## src/rtl/flop_bank_arbiter.sv

```systemverilog
// Round-robin arbiter between two requesters for a shared single-port flop register bank,
// plus a controller that sweeps zeros through every word of the bank on command.
module flop_bank_arbiter #(
   parameter  int DEPTH = 16,
   parameter  int DW    = 8,
   localparam int AW    = $clog2(DEPTH)
) (
   input  logic          clk,
   input  logic          rst,
   input  logic          a_valid,
   input  logic          a_we,
   input  logic [AW-1:0] a_addr,
   input  logic [DW-1:0] a_wdata,
   output logic          a_ready,
   output logic          a_rvalid,
   input  logic          b_valid,
   input  logic          b_we,
   input  logic [AW-1:0] b_addr,
   input  logic [DW-1:0] b_wdata,
   output logic          b_ready,
   output logic          b_rvalid,
   output logic [DW-1:0] rdata,
   input  logic          clear_start,
   output logic          busy,
   output logic          clear_done,
   output logic          bank_we,
   output logic [AW-1:0] bank_addr,
   output logic [DW-1:0] bank_wdata,
   input  logic [DW-1:0] bank_rdata
);

   typedef enum logic {SERVE, CLEAR} state_t;

   localparam logic [AW:0] DEPTH_LIM = (AW+1)'(DEPTH);
   localparam logic [AW-1:0] LAST_ADDR = AW'(DEPTH - 1);

   state_t        state;
   state_t        next_state;
   logic [AW-1:0] sweep_cnt;
   logic          last_grant_b;
   logic          grant_a;
   logic          grant_b;
   logic          sweep_last;
   logic          a_in_range;
   logic          b_in_range;

   // Addresses past the last word only exist when DEPTH is not a power of two.
   assign a_in_range = {1'b0, a_addr} < DEPTH_LIM;
   assign b_in_range = {1'b0, b_addr} < DEPTH_LIM;
   assign sweep_last = (sweep_cnt == LAST_ADDR);

   assign a_ready = grant_a;
   assign b_ready = grant_b;

   always_ff @(posedge clk) begin
      if (rst) begin
         state <= SERVE;
      end else begin
         state <= next_state;
      end
   end

   // Bank pins are held quiet while rst is high so an aborted sweep writes nothing more.
   always_comb begin
      next_state = state;
      grant_a    = 1'b0;
      grant_b    = 1'b0;
      bank_we    = 1'b0;
      bank_addr  = '0;
      bank_wdata = '0;
      busy       = 1'b0;
      clear_done = 1'b0;
      case (state)
         SERVE: begin
            if (clear_start) begin
               next_state = CLEAR;
            end else if (!rst) begin
               grant_a = a_valid && (!b_valid || last_grant_b);
               grant_b = b_valid && (!a_valid || !last_grant_b);
            end
            if (grant_a) begin
               bank_addr  = a_addr;
               bank_we    = a_we && a_in_range;
               bank_wdata = a_we ? a_wdata : '0;
            end else if (grant_b) begin
               bank_addr  = b_addr;
               bank_we    = b_we && b_in_range;
               bank_wdata = b_we ? b_wdata : '0;
            end
         end
         CLEAR: begin
            busy       = 1'b1;
            bank_we    = !rst;
            bank_addr  = sweep_cnt;
            clear_done = sweep_last && !rst;
            if (sweep_last) begin
               next_state = SERVE;
            end
         end
      endcase
   end

   always_ff @(posedge clk) begin
      if (rst) begin
         sweep_cnt    <= '0;
         last_grant_b <= 1'b1;
         rdata        <= '0;
         a_rvalid     <= 1'b0;
         b_rvalid     <= 1'b0;
      end else begin
         a_rvalid <= grant_a && !a_we;
         b_rvalid <= grant_b && !b_we;
         if (state == CLEAR) begin
            sweep_cnt <= sweep_last ? '0 : sweep_cnt + 1'b1;
         end
         if (grant_a) begin
            last_grant_b <= 1'b0;
            if (!a_we) begin
               rdata <= a_in_range ? bank_rdata : '0;
            end
         end else if (grant_b) begin
            last_grant_b <= 1'b1;
            if (!b_we) begin
               rdata <= b_in_range ? bank_rdata : '0;
            end
         end
      end
   end

endmodule

```

## config.mk

```make
export PLATFORM = sky130hd
export DESIGN_NAME = flop_bank_arbiter
export DESIGN_NICKNAME = d
export VERILOG_FILES = /design/src/rtl/flop_bank_arbiter.sv
export SDC_FILE = /design/constraint.sdc
export NUM_CORES = 1
export LEC_CHECK = 0
export BUFFER_PORTS_ARGS = -buffer_cell sky130_fd_sc_hd__buf_4
export CAP_MARGIN = 20
export CORE_ASPECT_RATIO = 1.75
export CORE_MARGIN = 4
export CORE_UTILIZATION = 36
export DETAILED_ROUTE_END_ITERATION = 8
export PLACE_DENSITY_LB_ADDON = 0.08
export SLEW_MARGIN = 20
export SYNTH_ARGS = -nofsm -noshare
export SYNTH_HDL_FRONTEND = slang
export SYNTH_SLANG_ARGS = --single-unit
```

## constraint.sdc

```tcl
create_clock -name clk -period 1.3 [get_ports clk]
set_input_delay 0.26 -clock clk [delete_from_list [all_inputs] [get_ports clk]]
set_output_delay 0.26 -clock clk [all_outputs]
set_load 0.01 [all_outputs]
```

==> summary.txt, run 1 <==
Status
  – Run status: finished with violations
  – Failing checks: negative setup slack

Synth
  – Synth Flop Type: dfxtp_1
  – Most frequent cell after synthesis: nand2b_1
  – Yosys warnings: 0
  – Area share of the leading cell type in the synthesized netlist: 35.0%
  – Synth async-reset ratio: 0%
  – Post-synthesis cell type count: 30
  – Sequential area share after synthesis: 35.0%
  – Synthesized Nets: 146
  – Most common library cells after synthesis: 17 x nand2b_1, 16 x dfxtp_1, 16 x nor2_1
  – Largest cells by area after synthesis: dfxtp_1 35%, nand2b_1 12%, mux2i_1 9.8%, a22oi_1 6.6%, nor2_1 6.6%
  – Mapped Avg Cell Area: 8.63 sq um
  – Post-synth top area cell: dfxtp_1
  – EDFF count, synth: 0
  – Mapped Cells: approximately 110
  – Synthesis-stage register bit count: 16
  – Mapped Area: 915 sq um

Power
  – Total Power: 1.26 mW
  – Worst ir drop on vdd: 0.000812 V
  – PwrDens: 692 nW/um^2
  – Leakage: approximately 0.94 nW

Floorplan
  – Initial Util: 38.8%
  – Die X: 46.1 microns
  – CORE AREA: 2360 sq um
  – Row cnt: 23
  – Die Span Y: 74.7 microns
  – IO Pins: between 60 and 70
  – DIE AREA: 3440 sq um

Min path
  – Worst Hold Launch: bank_rdata[7]
  – Hold Path Class: input pin to flop
  – Min-Delay Endpoint: rdata[7]$_SDFFE_PP0P_
  – Worst Hold Path Cells: 3

Routing
  – DR DRC count: 0
  – Wirelength per Cell: 16.6 microns
  – Antenna-violating nets left: 0
  – Initial DRC Count: 33
  – Routed vias: 1,164
  – Vias per cell: 5.32
  – Final WL: 3630 microns
  – Total iterations of the first detailed-routing run: 4

Finish
  – Nets: 235
  – FILL cells: 162
  – # diodes: 0
  – Layout area overhead: 99.6%
  – Share of cells above drive strength 1: around three fifths
  – Finished Cell Area: 1830 sq um
  – Final core occ: 77.4%

Worst setup path
  – Critical path peak fanout: 5
  – R2R depth: 7
  – Worst setup EP type: primary output
  – CP arrival: 1.45 ns
  – Largest stage delay on the critical path: ~0.36 ns
  – CP Launch Type: flop
  – R2R Setup Slk: -0.14 ns
  – Setup Crit Path Kind: flop to primary output
  – Cells along the critical path: nand2b_4 > and4_4 > buf_6 > a22oi_2 > nor2_1 > buf_4
  – Worst endpoint required time: 1.04 ns
  – Reg-to-reg endpoint: rdata[2]$_SDFFE_PP0P_
  – CP max stage cell: dfxtp_2
  – Worst reg2reg path startpoint: last_grant_b$_SDFFE_PP1P_

Clocking
  – Hold buffers post-CTS: 0
  – H-tree levels: 1
  – Worst skew pair latency: ~0.24 ns
  – CTS clk-pin slew, worst paths: 0.06 ns
  – CTS tree: done
  – CTS sink count: 16
  – Clk buf depth: 2
  – Root Buffer: clkbuf_8
  – Cts bufs inserted: 3

Placement
  – # port buffers: 65
  – Routability cong.: roughly 0.79
  – Detail Placement HPWL: 2510 microns
  – Post-place setup slack: -0.312 ns
  – Placed cell areas: roughly 1500 sq um

Timing
  – Fin crit share: 131%
  – Final Setup Violations: 25
  – Setup clock skew after layout: about 0.0024 ns
  – Slew HR: 78.8%
  – Tmin final: 1.71 ns
  – Hold Slack: 0.278 ns
  – Final hold viol count: 0
  – Fmax achieved: just under 0.6 GHz
  – Final worst slack: -0.408 ns
  – Worst Tran Pin Value: ~0.32 ns
  – Unrepaired setup endpoints after global routing: true
  – Max Slew Vio Count: 0

Flow run
  – Total of max-cap violations: 0

Global route
  – Largest net degree at the start of global routing: 25
  – Vias in the first global route: 1,212
  – GR Overflow Total: 0
  – First-pass GRT wire length: 5260 microns
  – GR Util All Layers: between 20% and 30%
  – Initial antenna violation count: 0
-- repair_timing --
action	CTS	global route
cloned	2	0
endpoints found under the setup margin	25	26
setup buffers	10	3
resized for setup	24	9
pin swaps	17	3
-- how the worst max path moves through the flow --
stage	from	endpoint	slack, ns	depth (start not counted)
floorplan	last_grant_b$_SDFFE_PP1P_	bank_addr[2]	-0.009	4
finish	last_grant_b$_SDFFE_PP1P_	bank_wdata[5]	-0.41	6
global route	last_grant_b$_SDFFE_PP1P_	bank_wdata[5]	-0.46	6
CTS	last_grant_b$_SDFFE_PP1P_	bank_wdata[6]	-0.34	6
detailed placement	b_valid	bank_wdata[4]	-0.31	6
global placement	b_valid	bank_wdata[6]	-0.21	6
-- worst max-delay path: cells and delay by family, from the launching register on --
family | cells | cell delay, ns
simple gates | 3 | 0.48
compound gates | 1 | 0.08
buf+inv | 2 | 0.28
flops | 1 | 0.36
-- per-layer routing --
metal  vias to the layer above  routed length (microns)  global-route usage (%)
li1                        550                        -                       -
met1                       543                     1100                    19.4
met2                        59                     2170                    39.9
met3                        12                      251                    3.35
met4                         0                      101                    9.49
met5                         -                        0                       0
-- registers in the layout, indices dropped and copies added, names as in the netlist --
register,count
state,1
sweep_cnt,4
a_rvalid,1
last_grant_b,1
rdata,8
b_rvalid,1
-- area by class of cell --
| cell class | instances | area, sq um | area share, % |
|---|---|---|---|
| multi-input cells | 77 | 624 | 34.2 |
| flip-flops and latches | 16 | 330 | 18.1 |
| repair buffers | 91 | 769 | 42.2 |
| clock buffers | 4 | 45.0 | 2.47 |
| well taps | 25 | 31.3 | 1.71 |
| inverters | 6 | 25.0 | 1.37 |
-- cells by family (layout without fill, tap and decap cells) --
family,after synthesis,count (layout),synth area share (%)
DFF,16,16,35.0
and+or+nand+nor,43,44,25.0
buffers and inverters,14,101,7.25
AOI/OAI and AO/OA,22,22,20.5
adders and majority gates,1,1,1.37
muxes,9,9,9.85
xor gates and xnor gates,1,1,0.958
-- stage by stage --
step / TNS, ns / instances
final: -6.27 / 219
after CTS: -4.78 / 219
after global placement: -3.52 / 203
after global routing: -7.54 / 219
after floorplan: -0.0173 / 106
after detailed placement: -4.33 / 203
-- cells in the final DEF (no fill, tap or decap), types with 2 or more instances in the layout --
cell and instances:
nand2b_1 16, and2_1 2, mux2i_1 9, buf_4 76
dfxtp_4 2, nor2_1 16, a222oi_1 3, a22oi_2 8
a311oi_1 2, clkbuf_8 3, and3_4 2, inv_1 4
dfxtp_1 12, buf_12 3, a21oi_1 2, dfxtp_2 2
buf_6 11
-- power breakdown --
group,switching [mW],leakage (nW),internal (mW)
Combinational,0.142,0.786,0.225
Sequential,0.0159,0.131,0.507
Clock,0.157,0.0228,0.217
Total,0.314,0.940,0.949
Power figures use the tool's default switching activity.
==> inputs of run 2 (changes only) <==
Settings changed: SKIP_CTS_REPAIR_TIMING from default to 1.
==> run 2 against run 1 <==
The run still ends with negative setup slack left. Register-to-register slack better by 0.14 ns. Core utilization down 1.6 points. Non-clock buffer count down 3.
==> summary.txt, run 2 (synthesis gave the netlist of run 1 again) <==
Finish
  – Share of cells above drive strength 1: about three fifths
  – Largest registers: rdata x8, sweep_cnt x4
  – Layout area overhead: 95.3%
  – Final core occ: 75.7%
  – Largest register FFs: 8
  – # diodes: 0
  – Final Non-Filler Cells: 216
  – Nets: 232
  – Most common cell after layout, fill and taps aside: buf_4
  – Most frequent cells in the layout: 73 x buf_4, 16 x nor2_1, 16 x nand2b_1
  – Finished Cell Area: 1790 sq um
  – Largest register by flop count: rdata

Clocking
  – Cts bufs inserted: 3
  – CTS tree: done
  – Root Buffer: clkbuf_8
  – H-tree levels: 1
  – CTS clk-pin slew, worst paths: 0.06 ns
  – CTS sink count: 16
  – Worst skew pair latency: 0.24 ns
  – Clk buf depth: 2

Status
  – Failing checks: negative setup slack
  – Run status: finished with violations

Global route
  – First-pass GRT wire length: ~4700 microns
  – Initial antenna violation count: 0
  – Vias in the first global route: 1,044
  – GR Overflow Total: 0
  – Largest net degree at the start of global routing: 25
  – GR Util All Layers: 18.2%

Placement
  – # port buffers: 65
  – Routability cong.: 0.786
  – Placed cells: 203
  – Placed cell areas: about 1500 sq um
  – Detail Placement HPWL: around 2500 microns

Timing
  – Setup clock skew after layout: 0.000984 ns
  – Max Slew Vio Count: 0
  – Hold Slack: 0.279 ns
  – Final worst slack: -0.349 ns
  – Fmax achieved: 0.606 GHz
  – Final hold viol count: 0
  – Final Setup Violations: 17
  – Fin crit share: 127%
  – Worst Tran Pin Value: 0.331 ns
  – Tmin final: 1.65 ns
  – Slew HR: 77.9%
  – Unrepaired setup endpoints after global routing: true

Worst setup path
  – Critical path peak fanout: 5
  – CP max stage cell: dfxtp_2
  – Cell family with most CP delay: simple AND/OR/NAND/NOR gates
  – Worst endpoint required time: 1.04 ns
  – Largest stage delay on the critical path: 0.36 ns
  – Worst setup EP type: primary output
  – CP Launch Type: flop
  – CP arrival: between 1 and 1.5 ns
  – R2R Setup Slk: 0 ns
  – Setup Crit Path Kind: flop to primary output
  – Cells along the critical path: nand2b_4 > and4_4 > buf_6 > nor3_2 > a21oi_1 > buf_4
  – CP bufs+invs: 2

Floorplan
  – Die X: 46.1 microns
  – Initial Util: 38.8%
  – Row cnt: 23
  – CORE AREA: 2360 sq um
  – DIE AREA: around 3400 sq um
  – IO Pins: 66
  – Die Span Y: 74.7 microns

Flow run
  – Total of max-cap violations: 0

Min path
  – Hold Path Class: input pin to flop

Routing
  – Routed vias: 1,105
  – Total iterations of the first detailed-routing run: 4
  – Wirelength per Cell: 15.2 microns
  – DR DRC count: 0
  – Final WL: 3290 microns
  – Initial DRC Count: 30
  – Vias per cell: 5.12
  – Antenna-violating nets left: 0

Power
  – Leakage: between 0.9 and 1 nW
  – Worst ir drop on vdd: a little over 0.0008 V
  – PwrDens: 698 nW/um^2
[run 2: worst paths after layout]
path,startpoint,end,cells after the start
setup / recovery,last_grant_b$_SDFFE_PP1P_,bank_we,6
hold / removal,bank_rdata[7],rdata[7]$_SDFFE_PP0P_,3
setup reg to reg,last_grant_b$_SDFFE_PP1P_,rdata[2]$_SDFFE_PP0P_,6
hold reg to reg,rdata[5]$_SDFFE_PP0P_,rdata[5]$_SDFFE_PP0P_,2
[run 2: area by class of cell]
class | count | area [sq um]
Sequential cell | 16 | 330
Tap cell | 25 | 31.3
Clock buffer | 4 | 45.0
Timing Repair Buffer | 88 | 738
Fill cell | 174 | 573
Multi-Input combinational cell | 77 | 617
Inverter | 6 | 25.0
[run 2: per-stage QoR]
stage | TNS [ns] | worst slack (ns) | power, mW
after global routing | -5.95 | -0.408 | 1.30
final | -4.79 | -0.349 | 1.25
after global placement | -3.52 | -0.207 | 0.819
after CTS | -6.59 | -0.489 | 1.20
after detailed placement | -4.33 | -0.312 | 0.829
after floorplan | -0.0173 | -0.00942 | 0.649
[run 2: per-layer routing]
layer  part of all wire (%)  GRT usage (%)  wire length [microns]
met2                     58           35.4                   1910
met4                    2.4           5.38                     80
met3                    7.8           3.11                    256
met1                     32           18.5                   1040
met5                      0              0                      0
[run 2: worst register-to-register path: stages, from the launching register on]
cell       delay (ns)
dfxtp_2          0.34
nand2b_4         0.14
and3_4           0.17
buf_6            0.12
a2bb2oi_4        0.14
buf_12           0.14
mux2i_1          0.18
[run 2: where the power goes]
part	switching [mW]	internal, mW	total, mW	leakage (nW)
clock network	0.159	0.217	0.376	0.0228
logic	0.133	0.216	0.349	0.761
registers	0.0161	0.507	0.523	0.131
total	0.309	0.939	1.25	0.915
==> inputs of run 3 (changes only) <==
Settings changed: ABC_AREA from default to 1, CORE_UTILIZATION 36 to 37.
==> run 3 against run 2 <==
The run still ends with negative setup slack left. Routed wire length shrank 0.82%. Via count is 13% higher. Maximum frequency down 1.2%. Clock power grew 14%. Flip-flop and latch count did not move. Worst hold slack got worse by 0.090 ns. Critical path depth increased by 2. Critical path type unchanged. Sequential share of layout area increased by 0.26 points. Die area rose by 2.3%. First-iteration DRC count shrank 20%.
==> summary.txt, run 3 <==
Synth
  – Most common library cells after synthesis: 48 x nand2_1, 22 x a21oi_1, 17 x inv_1
  – Synth Flop Type: dfxtp_1
  – Main combinational cell family by area after synthesis: simple AND/OR/NAND/NOR gates
  – Mapped Cells: 151
  – EDFF count, synth: 0
  – Xor/xnor share of the synthesized area: 0%
  – Synthesis-stage register bit count: 16
  – Post-synthesis compound-gate area fraction: about 14%
  – Post-synthesis cell type count: 21
  – Synthesized Nets: 191
  – Mapped Area: 965 sq um
  – Sequential area share after synthesis: about a third
  – Simple logic cell fraction of the synthesized area: 38.7%
  – Area share of the leading cell type in the synthesized netlist: 33.2%
  – Synth async-reset ratio: 0%
  – Mapped Avg Cell Area: 6.39 sq um
  – Post-synth top area cell: dfxtp_1
  – Yosys warnings: 0
  – Adder-Cell Fraction of Synth Area: 1.30%
  – Mux cell area share after synthesis: 0%
  – Most frequent cell after synthesis: nand2_1
  – Largest cells by area after synthesis: dfxtp_1 33%, nand2_1 19%, a21oi_1 11%, inv_1 6.6%, nor2_1 5.8%

Power
  – Clock power share: 31.8%
  – Worst ir drop on vdd: 0.000730 V
  – Total Power: 1.34 mW
  – NetSw: 0.354 mW
  – PwrDens: between 700 and 800 nW/um^2
  – Reg power frac: about two fifths
  – Leakage: 0.897 nW
  – Comb pwr share: 27.9%
  – Internal power: 0.991 mW
  – Sw Share: around a quarter

Global route
  – Largest net degree at the start of global routing: 18
  – Initial antenna violation count: 0
  – Vias in the first global route: 1,133
  – GR Util All Layers: between 10% and 20%
  – GR Overflow Total: 0
  – First-pass GRT wire length: 4620 microns

Timing
  – Setup TNS: -4.66 ns
  – Final worst slack: -0.369 ns
  – Hold Slack: between 0.15 and 0.2 ns
  – Fin crit share: 128%
  – Max Slew Vio Count: 0
  – Tmin final: 1.67 ns
  – Fmax achieved: ~0.60 GHz
  – Setup clock skew after layout: 0.000835 ns
  – Final hold viol count: 0
  – Final Setup Violations: 16
  – Unrepaired setup endpoints after global routing: true
  – Slew HR: 80.1%
  – Worst Tran Pin Value: approximately 0.30 ns

Worst setup path
  – Critical Path Start: last_grant_b$_SDFFE_PP1P_
  – Worst setup EP type: primary output
  – CP arrival: 1.41 ns
  – Critical Path End: bank_wdata[1]
  – CP Launch Type: flop
  – Worst endpoint required time: approximately 1.0 ns
  – R2R Setup Slk: 0.06 ns
  – R2R depth: 7
  – Setup Crit Path Kind: flop to primary output
  – Worst reg2reg path startpoint: last_grant_b$_SDFFE_PP1P_
  – Reg-to-reg endpoint: rdata[5]$_SDFFE_PP0P_
  – Critical path peak fanout: 4

Routing
  – Initial DRC Count: 24
  – Antenna-violating nets left: 0
  – Vias per cell: 4.85
  – Wirelength per Cell: 12.7 microns
  – DR DRC count: 0
  – Final WL: 3260 microns
  – Routed vias: 1,247
  – Total iterations of the first detailed-routing run: 4

Finish
  – Final Non-Filler Cells: between 200 and 300
  – Share of cells above drive strength 1: between 50 and 60%
  – Largest register by flop count: rdata
  – Layout area overhead: 82.6%
  – FILL cells: 226
  – Final core occ: 70.7%
  – Nets: about 270
  – Most frequent cells in the layout: 72 x buf_4, 41 x nand2_1, 18 x a21oi_1
  – Most common cell after layout, fill and taps aside: buf_4
  – Largest register FFs: 8
  – # diodes: 0
  – Largest registers: rdata x8, sweep_cnt x4
  – Finished Cell Area: roughly 1800 sq um

Clocking
  – CTS clk-pin slew, worst paths: 0.06 ns
  – CTS tree: done
  – Worst skew pair latency: 0.24 ns
  – Root Buffer: clkbuf_8
  – CTS sink count: 16
  – H-tree levels: 1
  – Clk buf depth: 2
  – Cts bufs inserted: 3

Placement
  – Post-place setup slack: -0.217 ns
  – Placed cells: around 250
  – Routability cong.: 0.778
  – Detail Placement HPWL: 2340 microns
  – Placed cell areas: 1530 sq um
  – # port buffers: 65

Floorplan
  – DIE AREA: 3520 sq um
  – Row cnt: 24
  – Die Span Y: 75.5 microns
  – Die X: 46.6 microns
  – Initial Util: 38.7%
  – IO Pins: 66
  – CORE AREA: 2490 sq um

Status
  – Failing checks: negative setup slack
  – Run status: finished with violations

Flow run
  – Total of max-cap violations: 0

Min path
  – Hold Path Class: input pin to flop
[run 3: layout make-up]
class / count / area [sq um] / area share (%)
Timing Repair Buffer: 80 / 639 / 36.3
Multi-Input combinational cell: 111 / 624 / 35.4
Sequential cell: 16 / 330 / 18.8
Inverter: 20 / 80.1 / 4.55
Clock buffer: 4 / 55.1 / 3.12
Tap cell: 26 / 32.5 / 1.85
[run 3: metal layers]
layer	GRT usage, %	part of all wire [%]	vias up
li1	-	-	637
met1	18.0	34	561
met2	33.1	56	47
met4	4.75	0.49	0
met5	0	0	-
met3	3.07	9.4	2
[run 3: power by group through the flow]
stage / Combinational [mW] / Sequential (mW) / Clock, mW
final: 0.375 / 0.542 / 0.427
after global routing: 0.413 / 0.546 / 0.463
after CTS: 0.328 / 0.535 / 0.440
after detailed placement: 0.326 / 0.546 / 0
after global placement: 0.320 / 0.545 / 0
after floorplan: 0.138 / 0.549 / 0
[run 3: kinds of logic (layout without fill, tap and decap cells)]
| group | count (synthesis) | in the layout |
|---|---|---|
| DFF | 16 | 16 |
| adders and majority gates | 1 | 1 |
| and+or+nand+nor | 82 | 83 |
| buffers and inverters | 25 | 104 |
| AOI/OAI and AO/OA | 27 | 27 |
[run 3: worst min path at each step]
| stage | from | end | slack [ns] | depth (start not counted) |
|---|---|---|---|---|
| after floorplan | rst | state$_SDFF_PP0_ | 0.33 | 1 |
| after global placement | rst | state$_SDFF_PP0_ | 0.45 | 2 |
| after detailed placement | rst | state$_SDFF_PP0_ | 0.45 | 2 |
| after CTS | rst | state$_SDFF_PP0_ | 0.19 | 2 |
| after global routing | rst | state$_SDFF_PP0_ | 0.19 | 2 |
| final | rst | state$_SDFF_PP0_ | 0.19 | 2 |
[run 3: worst max-delay path, cell delays in order, from the launching register on]
cell and delay, ns:
dfxtp_2 0.33, nand2_2 0.08, nand2_2 0.07, nor2_4 0.11, inv_4 0.07, nor2_4 0.16, nand2_1 0.07, a21oi_1 0.14
buf_4 0.14
